File: config.mk
export PLATFORM = sky130hd
export DESIGN_NAME = spi_tx_sequencer
export DESIGN_NICKNAME = d
export VERILOG_FILES = /design/src/rtl/spi_tx_sequencer.sv
export SDC_FILE = /design/constraint.sdc
export NUM_CORES = 1
export LEC_CHECK = 0
export CORE_MARGIN = 5
export CORE_UTILIZATION = 55
export CTS_CLUSTER_SIZE = 20
export DETAILED_ROUTE_END_ITERATION = 10
export PLACE_DENSITY_LB_ADDON = 0.1
export SETUP_SLACK_MARGIN = 0.05
export SLEW_MARGIN = 5
export SYNTH_ARGS = -nofsm -noshare
export SYNTH_HDL_FRONTEND = slang
export SYNTH_SLANG_ARGS = --single-unit
File: constraint.sdc
create_clock -name clk -period 6.6 [get_ports clk]
set_clock_uncertainty 0.15 [all_clocks]
set_input_delay 1.32 -clock clk [delete_from_list [all_inputs] [get_ports clk]]
set_output_delay 1.32 -clock clk [all_outputs]
set_load 0.005 [all_outputs]
File: src/rtl/spi_tx_sequencer.sv
// Purpose:      byte FIFO feeding an SPI master; launches one frame per byte and times it with a counter.
// Latency:      start rises 1 cycle after the pop; frame period 1+FRAME_CYCLES+GAP_CYCLES cycles.
// Backpressure: in_ready low while the FIFO holds DEPTH bytes; the SPI side has no backpressure.
//
// Optional build macro: SPI_TX_LOOPBACK_CHECK_EN compares rcvd_p_dat with p_dat at frame end.
// Ports: clk/rst_n; in_data/in_valid/in_ready byte input; cfg_mode {cpol,cpha};
//        start/p_dat/cpol/cpha to the SPI master; busy, fifo_count status;
//        rcvd_p_dat loopback byte; chk_err/err_cnt loopback mismatch status.

// Purpose:      generic synchronous FIFO, power-of-two depth.
// Latency:      written data visible at rd_dat the cycle after the write.
// Backpressure: wr_rdy low when full; rd_pop ignored when empty.
module sync_fifo #(
    parameter int W     = 8,
    parameter int DEPTH = 8
) (
    input  logic                   clk,
    input  logic                   rst_n,
    input  logic                   wr_vld,
    output logic                   wr_rdy,
    input  logic [W-1:0]           wr_dat,
    output logic                   rd_vld,
    input  logic                   rd_pop,
    output logic [W-1:0]           rd_dat,
    output logic [$clog2(DEPTH):0] count
);
    localparam int PW = $clog2(DEPTH);
    localparam int CW = PW + 1;

    logic [W-1:0]  mem [DEPTH];
    logic [PW-1:0] wr_ptr, rd_ptr;
    logic          wr_fire, rd_fire;

    assign wr_rdy  = (count != CW'(DEPTH));
    assign rd_vld  = (count != '0);
    assign wr_fire = wr_vld && wr_rdy;
    assign rd_fire = rd_pop && rd_vld;
    assign rd_dat  = mem[rd_ptr];

    // Storage is not reset: contents are meaningless once the pointers clear.
    always_ff @(posedge clk) begin
        if (wr_fire) mem[wr_ptr] <= wr_dat;
    end

    always_ff @(posedge clk or negedge rst_n) begin
        if (!rst_n) begin
            wr_ptr <= '0;
            rd_ptr <= '0;
            count  <= '0;
        end else begin
            if (wr_fire) wr_ptr <= wr_ptr + 1'b1;   // wraps modulo DEPTH
            if (rd_fire) rd_ptr <= rd_ptr + 1'b1;
            case ({wr_fire, rd_fire})
                2'b10:   count <= count + 1'b1;
                2'b01:   count <= count - 1'b1;
                default: count <= count;
            endcase
        end
    end
endmodule

module spi_tx_sequencer #(
    parameter int DEPTH        = 8,
    parameter int START_HOLD   = 2,
    parameter int FRAME_CYCLES = 40,
    parameter int GAP_CYCLES   = 4
) (
    input  logic                   clk,
    input  logic                   rst_n,
    input  logic [7:0]             in_data,
    input  logic                   in_valid,
    output logic                   in_ready,
    input  logic [1:0]             cfg_mode,
    output logic                   start,
    output logic [7:0]             p_dat,
    output logic                   cpol,
    output logic                   cpha,
    output logic                   busy,
    output logic [$clog2(DEPTH):0] fifo_count,
    input  logic [7:0]             rcvd_p_dat,
    output logic                   chk_err,
    output logic [7:0]             err_cnt
);
    // The counter must also reach START_HOLD-1 when the hold outlasts the frame.
    localparam int CMAX_FG = (FRAME_CYCLES > GAP_CYCLES) ? FRAME_CYCLES : GAP_CYCLES;
    localparam int CMAX    = (CMAX_FG > START_HOLD) ? CMAX_FG : START_HOLD;
    localparam int TW      = $clog2(CMAX + 1);

    localparam logic [TW-1:0] HOLD_LAST  = TW'(START_HOLD - 1);
    localparam logic [TW-1:0] FRAME_LAST = TW'(FRAME_CYCLES - 1);
    localparam logic [TW-1:0] GAP_LAST   = TW'(GAP_CYCLES - 1);
    localparam bit            SKIP_WAIT  = (START_HOLD >= FRAME_CYCLES);

    typedef enum logic [1:0] {S_IDLE, S_START, S_WAIT, S_GAP} state_t;

    state_t        state, state_nxt;
    logic [TW-1:0] tmr, tmr_nxt;
    logic          pop;
    logic          fifo_vld;
    logic [7:0]    fifo_dat;

    sync_fifo #(.W(8), .DEPTH(DEPTH)) u_fifo (
        .clk    (clk),
        .rst_n  (rst_n),
        .wr_vld (in_valid),
        .wr_rdy (in_ready),
        .wr_dat (in_data),
        .rd_vld (fifo_vld),
        .rd_pop (pop),
        .rd_dat (fifo_dat),
        .count  (fifo_count)
    );

    // One counter times START and WAIT back to back (frame measured from start rise),
    // then restarts from zero for the GAP.
    always_comb begin
        state_nxt = state;
        tmr_nxt   = tmr + 1'b1;
        pop       = 1'b0;
        case (state)
            S_IDLE: begin
                tmr_nxt = '0;
                if (fifo_vld) begin
                    pop       = 1'b1;
                    state_nxt = S_START;
                end
            end
            S_START: begin
                if (tmr == HOLD_LAST) begin
                    if (SKIP_WAIT) begin
                        state_nxt = S_GAP;
                        tmr_nxt   = '0;
                    end else begin
                        state_nxt = S_WAIT;
                    end
                end
            end
            S_WAIT: begin
                if (tmr == FRAME_LAST) begin
                    state_nxt = S_GAP;
                    tmr_nxt   = '0;
                end
            end
            S_GAP: begin
                if (tmr == GAP_LAST) begin
                    state_nxt = S_IDLE;
                    tmr_nxt   = '0;
                end
            end
            default: begin
                state_nxt = S_IDLE;
                tmr_nxt   = '0;
            end
        endcase
    end

    always_ff @(posedge clk or negedge rst_n) begin
        if (!rst_n) begin
            state <= S_IDLE;
            tmr   <= '0;
            p_dat <= '0;
            cpol  <= 1'b0;
            cpha  <= 1'b0;
        end else begin
            state <= state_nxt;
            tmr   <= tmr_nxt;
            // Frame outputs move only at the pop, so they stay put for the whole frame.
            if (pop) begin
                p_dat <= fifo_dat;
                cpol  <= cfg_mode[1];
                cpha  <= cfg_mode[0];
            end
        end
    end

    // Decoded from state so an asynchronous reset drops start immediately.
    assign start = (state == S_START);
    assign busy  = (state != S_IDLE) || (fifo_count != '0);

`ifdef SPI_TX_LOOPBACK_CHECK_EN
    logic frame_done;
    assign frame_done = (state == S_WAIT) && (tmr == FRAME_LAST);

    always_ff @(posedge clk or negedge rst_n) begin
        if (!rst_n) begin
            chk_err <= 1'b0;
            err_cnt <= '0;
        end else if (frame_done && (rcvd_p_dat != p_dat)) begin
            chk_err <= 1'b1;
            if (err_cnt != 8'hFF) err_cnt <= err_cnt + 1'b1;
        end
    end
`else
    logic unused_rcvd;
    assign unused_rcvd = ^rcvd_p_dat;
    assign chk_err     = 1'b0;
    assign err_cnt     = '0;
`endif
endmodule

==> flow_summary.json, run 1 <==
{
  "yosys_register_bits": 92,
  "final.setup.tns_ns": 0,
  "grtUsageTotal_pct": 16.39,
  "drive_above_1_share_pct": 15.66,
  "p_leak_nw": 1.660,
  "max_clock_freq_mhz": 300.7,
  "worstSetupPathType": "reg -> out",
  "yosysUniqueCellTypes": 34,
  "dieArea_mm2": 0.008827,
  "finalHoldViolations": 0,
  "holdWs_ns": 0.3365,
  "fin_ws_ns": 3.274,
  "synthFlopType": "edfxtp_1",
  "htreeDepth": 3,
  "start_kind": "register",
  "grt_pass1_wl_um": 10650,
  "synth-edff-count": 64,
  "cp_cell_sequence": "nor4_1 -> nand2_1 -> clkdlybuf4s50_1",
  "fillers": 522,
  "clock_insertion_delay_worst_skew_ns": 0.34,
  "dieHeight_um": 93.95,
  "cts_hold_buffers": 0,
  "grt_antenna_before_repair": 0,
  "clockBufferDepth": 2,
  "path_buf_inv": 1,
  "drt_iter0_drc": 171,
  "ys_warn_count": 0,
  "grt_max_degree": 29,
  "powerDensity_mw_per_mm2": 429.0,
  "ir_drop_uv": 221.7,
  "async_flop_share_pct": 30.43,
  "cts_buffers": 9,
  "yosysSeqAreaShare_pct": 67.66,
  "syn_avg_cell_area_um2": 16.08,
  "place_worst_setup_slack_ns": 3.073,
  "vias_per_cell": 5.334,
  "cp_data_required_time_ns": 5.13,
  "numClockSinks": 92,
  "power_w": 0.001911,
  "first_pass_iters": 4,
  "grt_setup_unrepaired": "false",
  "slew_viol_final": 0,
  "hpwl_um": 4239,
  "drc": 0,
  "port_buffers": 29,
  "grt_pass1_vias": 2021,
  "top_level_ports": 47,
  "syn-cell-area_mm2": 0.003876,
  "floorplan.initialDensity_pct": 56.74,
  "maxCapViolCount": 0,
  "gp_congestion": 0.7546,
  "num-nets-final": 309,
  "arrival_ns": 1.86,
  "gr-total-overflow": 0,
  "report.final.setup_viol": 0,
  "cts-root-buf": "clkbuf_8",
  "fin_util_pct": 65.20,
  "netlist_instances": 241,
  "status": "completed",
  "cp-end-kind": "primary output",
  "cts.clk_slew.worst_paths_ns": 0.09,
  "crit_fanout": 8,
  "min_period_over_period_pct": 50.39,
  "post-cts-setup-buffers": 0,
  "area_growth_pct": 14.91,
  "routedWlPerCell_um": 17.20,
  "placementRows": 30,
  "drt_wl_total_um": 6485,
  "cts_resized": 0,
  "fp.coreArea_mm2": 0.006832,
  "period_minus_slack_ns": 3.326,
  "slew_headroom_pct": 25.99,
  "cts_tree": "done",
  "cpMaxStageDelayCell": "dfrtp_1",
  "routed-via-count": 2011,
  "n_antenna_cell": 0,
  "worstMarginPinSlew_ns": 1.110,
  "slowest_delay_ns": 0.48,
  "ant_nets": 0,
  "worst_path_dominant_cell_family": "simple AND/OR/NAND/NOR gates",
  "die_x_um": 93.95,
  "hold_class": "reg -> reg"
}
-- routing by layer --
metal	wire length, um	global-route usage (%)	vias up
li1	-	-	949
met1	3057	23.56	1014
met2	3117	25.19	39
met3	232	3.285	9
met4	78	5.415	0
met5	0	0	-
-- layout make-up --
cell class,instances,area (um2),share of cell area [%]
clock buffers,9,123.9,2.781
clock inverters,7,73.82,1.657
inverters,4,15.01,0.3371
multi-input cells,134,1164,26.12
flip-flops and latches,92,2623,58.88
well taps,96,120.1,2.697
repair buffers,35,335.3,7.528
-- cells by family after synthesis --
group	after synthesis	synth area share [%]
AOI/OAI and AO/OA	17	2.809
xor gates and xnor gates	13	2.937
adders and majority gates	12	3.873
buffers and inverters	23	3.422
DFF	92	67.66
muxes	28	12.59
other	1	0.09674
and+or+nand+nor	55	6.617
-- cells in the final DEF (no fill, tap or decap), types with 2 or more instances in the layout --
| cell type | synthesis | layout |
|---|---|---|
| a21oi_1 | 2 | 2 |
| xor2_1 | 5 | 5 |
| nand2b_1 | 4 | 4 |
| nand2_1 | 22 | 22 |
| o21ai_0 | 8 | 8 |
| nor2_1 | 11 | 11 |
| mux2i_1 | 9 | 9 |
| clkbuf_8 | 0 | 9 |
| nor3_1 | 7 | 6 |
| xnor2_1 | 8 | 8 |
| clkdlybuf4s50_1 | 0 | 29 |
| inv_1 | 4 | 4 |
| dfrtp_1 | 28 | 28 |
| edfxtp_1 | 64 | 64 |
| inv_6 | 0 | 2 |
| clkinv_2 | 0 | 2 |
| ha_1 | 12 | 12 |
| buf_4 | 11 | 6 |
| mux2_2 | 2 | 2 |
| nand3_1 | 5 | 5 |
| mux4_2 | 16 | 16 |
| conb_1 | 1 | 9 |
| nor4_1 | 2 | 2 |
-- state kept, by name, summed over array words and instances, names as in the netlist --
register       cells
cpha               1
cpol               1
p_dat              8
state              2
tmr                6
u_fifo.count       4
u_fifo.mem        64
u_fifo.rd_ptr      3
u_fifo.wr_ptr      3
-- report_power, final --
part | switching, W | total (W) | internal, W
registers | 0.000157 | 0.000916 | 0.000759
clock network | 0.000193 | 0.000370 | 0.000177
logic | 0.000266 | 0.000625 | 0.000358
-- Yosys cell counts, drive strengths merged, types with 2 or more instances --
cell / number / area, um2
edfxtp: 64 / 1922
nand3: 5 / 25.02
a21boi: 2 / 15.02
xor2: 5 / 43.79
xnor2: 8 / 70.07
mux2: 3 / 37.53
nand2b: 4 / 25.02
mux4: 16 / 360.4
ha: 12 / 150.1
nand2: 22 / 82.58
mux2i: 9 / 90.09
buf: 17 / 110.1
nor2: 11 / 41.29
clkbuf: 2 / 7.510
o21ai: 8 / 40.04
dfrtp: 28 / 700.7
a21oi: 2 / 10.01
inv: 4 / 15.01
nor4: 3 / 25.02
nor3: 7 / 35.03
-- stage by stage --
stage	instance area (um2)	cells
final	4454	377
after global routing	4454	377
after CTS	4454	377
after detailed placement	4257	361
after global placement	4257	361
after floorplan	3906	249
-- worst reg2reg max path, stage by stage (launching register included) --
cell	delay, ns
dfrtp_1	0.48
o41ai_2	0.38
buf_4	0.30
inv_1	0.19
ha_1	0.30
xor2_1	0.18
ha_1	0.19
a21oi_1	0.14
xor2_1	0.15
nor2_1	0.06
xor2_1	0.14
-- final timing paths --
kind,from,end,slack [ns],cells after the start
worst max-delay path,u_fifo.count[2],busy,3.27,3
worst min-delay path,cpol,cpol,0.34,2
worst max register to register,u_fifo.count[2],u_fifo.count[2],3.83,10
worst min register to register,cpol,cpol,0.34,2
max in group asynchronous,rst_n,state[1],4.81,2
min in group asynchronous,rst_n,u_fifo.count[1],1.21,2
Power figures use the tool's default switching activity.
==> run 2, diff against run 1 <==
clock period = 3.5 ns   (was 6.6 ns; I/O delays follow)
==> run 2 against run 1 <==
  * Routed wire length did not move
  * First-iteration DRC count is 28% lower
  * Clock-buffer cell count is 1 higher
  * Utilization rose by 0.38 points
  * Setup slack got worse by 2.5 ns
  * Register-to-register slack got worse by 3.0 ns
  * Cell area rose by 0.59%
  * Hold slack got worse by 0.00065 ns
  * Combinational power increased by 100%
  * Largest cell class unchanged
==> flow_summary.json, run 2 (same netlist as run 1, synthesis figures left out) <==
{
  "status": "completed",
  "num-nets-final": 314,
  "drt_iter0_drc": 123,
  "slowest_delay_ns": 0.49,
  "dieArea_mm2": 0.008827,
  "routed-via-count": 2032,
  "ant_nets": 0,
  "min_period_over_period_pct": 77.32,
  "powerDensity_mw_per_mm2": 805.4,
  "top_register": "u_fifo.mem",
  "grt_setup_unrepaired": "false",
  "holdWs_ns": 0.3358,
  "cts_buffers": 9,
  "stdcell_area_mm2": 0.004481,
  "floorplan.initialDensity_pct": 56.74,
  "drive_above_1_share_pct": 16.08,
  "drc": 0,
  "cp_cell_sequence": "nor4_1 -> nand2_1 -> clkdlybuf4s50_1",
  "fp.coreArea_mm2": 0.006832,
  "cts.clk_slew.worst_paths_ns": 0.09,
  "period_minus_slack_ns": 2.706,
  "cts_resized": 0,
  "cp-end-kind": "primary output",
  "slew_viol_final": 0,
  "cts-root-buf": "clkbuf_8",
  "worstSetupPathType": "reg -> out",
  "gr-total-overflow": 0,
  "grt_pass1_vias": 2072,
  "worst_path_dominant_cell_family": "simple AND/OR/NAND/NOR gates",
  "maxCapViolCount": 0,
  "port_buffers": 29,
  "post-cts-setup-buffers": 0,
  "clock_insertion_delay_worst_skew_ns": 0.34,
  "cpMaxStageDelayCell": "nor4_1",
  "final_common_cell": "edfxtp_1",
  "finalHoldViolations": 0,
  "grt_pass1_wl_um": 10470,
  "slew_headroom_pct": 49.05,
  "largest_reg_flops": 64,
  "start_kind": "register",
  "placementRows": 30,
  "p_leak_nw": 1.679,
  "grt_antenna_before_repair": 0,
  "cts_tree": "done",
  "hpwl_um": 4180,
  "dieHeight_um": 93.95,
  "max_clock_freq_mhz": 369.5,
  "grt_max_degree": 29,
  "gp_congestion": 0.7645,
  "routedWlPerCell_um": 16.98,
  "area_growth_pct": 15.59,
  "vias_per_cell": 5.319,
  "numClockSinks": 92,
  "htreeDepth": 3,
  "worstMarginPinSlew_ns": 0.7642,
  "layout_common_cells": "edfxtp_1 (64), clkdlybuf4s50_1 (29), dfrtp_1 (28)",
  "n_antenna_cell": 0,
  "final_cells": 382,
  "power_w": 0.003608,
  "path_buf_inv": 1,
  "place_area_mm2": 0.004289,
  "dp.cells": 366,
  "arrival_ns": 1.86,
  "report.final.setup_viol": 0,
  "drt_wl_total_um": 6485,
  "reg_top3": "u_fifo.mem (64), p_dat (8), tmr (6)",
  "final.setup.tns_ns": 0,
  "grtUsageTotal_pct": 16.31,
  "crit_fanout": 8,
  "die_x_um": 93.95,
  "cp_data_required_time_ns": 2.65,
  "ir_drop_uv": 371.6,
  "cts_hold_buffers": 0,
  "clockBufferDepth": 2,
  "hold_class": "reg -> reg",
  "first_pass_iters": 4,
  "top_level_ports": 47
}
[run 2: cell types whose count changed in the layout (fill, tap and decap cells not counted)]
cell and change:
buf_4 +5, inv_6 -1, nor3_2 -1, clkinv_1 +1
clkbuf_1 +1, clkinv_2 -1, nor3_1 +1
[run 2: layout make-up]
type | count | area, um2
clock buffers | 10 | 127.6
clock inverters | 6 | 63.81
fillers | 508 | 2351
inverters | 4 | 15.01
multi-input cells | 134 | 1159
flip-flops and latches | 92 | 2623
well taps | 96 | 120.1
repair buffers | 40 | 372.9
[run 2: path summary, 6_finish.rpt]
path	depth (start not counted)	to	startpoint	slack, ns
setup reg to reg	10	u_fifo.count[2]	u_fifo.count[2]	0.80
hold / removal	1	tmr[0]	tmr[0]	0.34
min in group asynchronous	2	u_fifo.count[2]	rst_n	0.58
hold reg to reg	1	tmr[0]	tmr[0]	0.34
setup / recovery	3	busy	u_fifo.count[2]	0.79
max in group asynchronous	2	p_dat[1]	rst_n	2.34
[run 2: layer usage]
| layer | routed length, um | track usage [%] |
|---|---|---|
| met5 | 0 | 0 |
| met1 | 2871 | 21.07 |
| met2 | 3261 | 26.37 |
| met3 | 260 | 4.407 |
| met4 | 92 | 6.258 |
[run 2: per-stage QoR]
| step | setup WS, ns | utilization, % |
|---|---|---|
| floorplan | 0.9882 | - |
| global placement | 0.6479 | 62.78 |
| detailed placement | 0.6275 | 62.78 |
| CTS | 0.7221 | 65.59 |
| global route | 0.5991 | 65.59 |
| finish | 0.7937 | 65.59 |
[run 2: power breakdown]
part | internal [W] | total [W] | switching [W]
logic | 0.000693 | 0.00126 | 0.000565
registers | 0.00143 | 0.00167 | 0.000236
clock network | 0.000331 | 0.000682 | 0.000352
total | 0.00246 | 0.00361 | 0.00115
==> run 3, diff against run 2 <==
CORE_UTILIZATION = 50   (was 55)
clock period = 2.2 ns   (was 3.5 ns; I/O delays follow)
==> run 3 against run 2 <==
  * Clock-buffer cell count unchanged
  * Critical endpoint is now u_fifo.count[2]
  * Sequential share of layout area down 4.2 points
  * Highest routed layer unchanged
  * Sequential power up 53%
  * Register-to-register slack worse by 0.82 ns
  * Cell area up 7.8%
  * Die area up 8.9%
  * Final cell count up 7.9%
  * The run now ends with negative setup slack left
==> flow_summary.json, run 3 (same netlist as run 1, synthesis figures left out) <==
{
  "status": "finished with violations",
  "failed_checks": "negative setup slack",
  "vias_per_cell": 5.131,
  "dieHeight_um": 98.05,
  "cp_data_required_time_ns": 2.28,
  "start_kind": "register",
  "wl_met2_um": 3474,
  "grt_setup_unrepaired": "true",
  "p_leak_nw": 1.842,
  "floorplan.initialDensity_pct": 50.69,
  "maxCapViolCount": 0,
  "crit_fanout": 3,
  "worstSetupPathType": "reg -> reg",
  "slew_viol_final": 0,
  "place_worst_setup_slack_ns": -0.1014,
  "final_common_cell": "edfxtp_1",
  "cpMaxStageDelayCell": "dfrtp_1",
  "cp_cell_sequence": "buf_6 -> o41ai_4 -> inv_2 -> ha_4 -> xor2_1 -> ha_2 -> a21oi_2 -> xor2_1 -> nor2_1 -> xor2_1",
  "powerDensity_mw_per_mm2": 1333,
  "routed-via-count": 2114,
  "first_pass_iters": 4,
  "n_antenna_cell": 0,
  "slowest_delay_ns": 0.39,
  "grt_max_degree": 29,
  "period_minus_slack_ns": 2.216,
  "slew_headroom_pct": 59.97,
  "arrival_ns": 2.29,
  "r2r_slack_ns": -0.02,
  "grt_pass1_wl_um": 10920,
  "fillers": 577,
  "area_growth_pct": 24.60,
  "worstMarginPinSlew_ns": 0.6005,
  "port_buffers": 29,
  "top_register": "u_fifo.mem",
  "die_x_um": 98.05,
  "drc": 0,
  "ant_nets": 0,
  "dieArea_mm2": 0.009613,
  "final_cells": 412,
  "gr-total-overflow": 0,
  "gp_congestion": 0.7406,
  "report.final.setup_viol": 1,
  "hpwl_um": 4359,
  "cp-end-kind": "register",
  "min_period_over_period_pct": 100.7,
  "cts_hold_buffers": 0,
  "top_level_ports": 47,
  "clock_insertion_delay_worst_skew_ns": 0.35,
  "placementRows": 32,
  "drt_iter0_drc": 105,
  "clockBufferDepth": 2,
  "cts.clk_slew.worst_paths_ns": 0.10,
  "dr.max_layer_used": "met4",
  "cts_tree": "done",
  "fin_util_pct": 63.15,
  "drt_wl_total_um": 6946,
  "max_clock_freq_mhz": 451.3,
  "dp.cells": 387,
  "cts_buffers": 9,
  "drive_above_1_share_pct": 27.42,
  "drt-met1-wl_um": 3172,
  "layout_common_cells": "edfxtp_1 (64), buf_4 (30), dfrtp_1 (27)",
  "cts-root-buf": "clkbuf_8",
  "fin_ws_ns": -0.01602,
  "largest_reg_flops": 64,
  "fp.coreArea_mm2": 0.007647,
  "num-nets-final": 338,
  "path_buf_inv": 2,
  "grt_antenna_before_repair": 0,
  "ir_drop_uv": 741.8,
  "routedWlPerCell_um": 16.86,
  "worst_path_dominant_cell_family": "compound AO/OA/AOI/OAI gates",
  "hold_class": "in -> async",
  "numClockSinks": 92,
  "grtUsageTotal_pct": 15.17,
  "reg_top3": "u_fifo.mem (64), p_dat (8), tmr (6)",
  "htreeDepth": 3,
  "finalHoldViolations": 0,
  "grt_pass1_vias": 2100,
  "met3_length_um": 231,
  "critPathMostFrequentCell": "xor2_1"
}
## run 3: cell count changes in the layout (fill, tap and decap cells not counted), moves of 3 or more
cell             delta
ha_1                -5
clkdlybuf4s50_1     -4
ha_4                +3
buf_6               +4
buf_4              +19
## run 3: report_power, final
part / total [W] / switching (W) / internal (W)
sequential: 0.00256 / 0.000283 / 0.00228
combinational: 0.00263 / 0.00117 / 0.00146
clock: 0.00124 / 0.000588 / 0.000654
## run 3: per-layer routing
metal  global-route usage (%)  vias to the layer above
met5                        0                        -
met4                    6.390                        0
met3                    3.000                        6
met2                    24.29                       36
met1                    20.40                     1066
li1                         -                     1006
## run 3: timing repair
item	CTS	global route
pin swaps	5	2
gates cloned	0	0
buffers inserted	5	4
gates resized for setup	9	13
endpoints found under the setup margin	5	7
## run 3: worst register-to-register path, delay by kind of cell (launching register included)
family / cells / cell delay (ns)
AND/OR/NAND/NOR: 1 / 0.06
flip-flops: 1 / 0.39
buffers and inverters: 2 / 0.23
adder cells (fa/ha/maj): 2 / 0.34
AO/OA/AOI/OAI: 2 / 0.50
XOR/XNOR: 3 / 0.43
## run 3: final timing paths
kind	endpoint	start	cells past startpoint
worst max register to register	u_fifo.count[2]	u_fifo.count[2]	10
worst min-delay path	tmr[5]	rst_n	2
max in group asynchronous	u_fifo.count[0]	rst_n	2
worst max-delay path	u_fifo.count[2]	u_fifo.count[2]	10
worst min register to register	p_dat[1]	p_dat[1]	2
min in group clk	p_dat[1]	p_dat[1]	2
## run 3: cell type report
type / instances / area, um2 / area share (%)
tap: 102 / 127.6 / 2.642
timing repair buffer: 64 / 583.1 / 12.07
multi-input combinational: 134 / 1256 / 26.01
clock inverter: 6 / 96.34 / 1.995
inverter: 4 / 15.01 / 0.3109
sequential: 92 / 2624 / 54.33
clock buffer: 10 / 127.6 / 2.642
## run 3: metrics by stage
stage          area [um2]  power, W  hold slack (ns)    TNS (ns)
6_report             4830  0.006438           0.3243    -0.01602
5_1_grt              4830  0.006849           0.3676     -0.1370
4_1_cts              4740  0.006349           0.3343  -0.0009537
3_5_place_dp         4454  0.004995           0.3199     -0.1857
3_3_place_gp         4454  0.004926           0.3062     -0.1179
2_1_floorplan        3948  0.004067        -0.005591    -0.07194
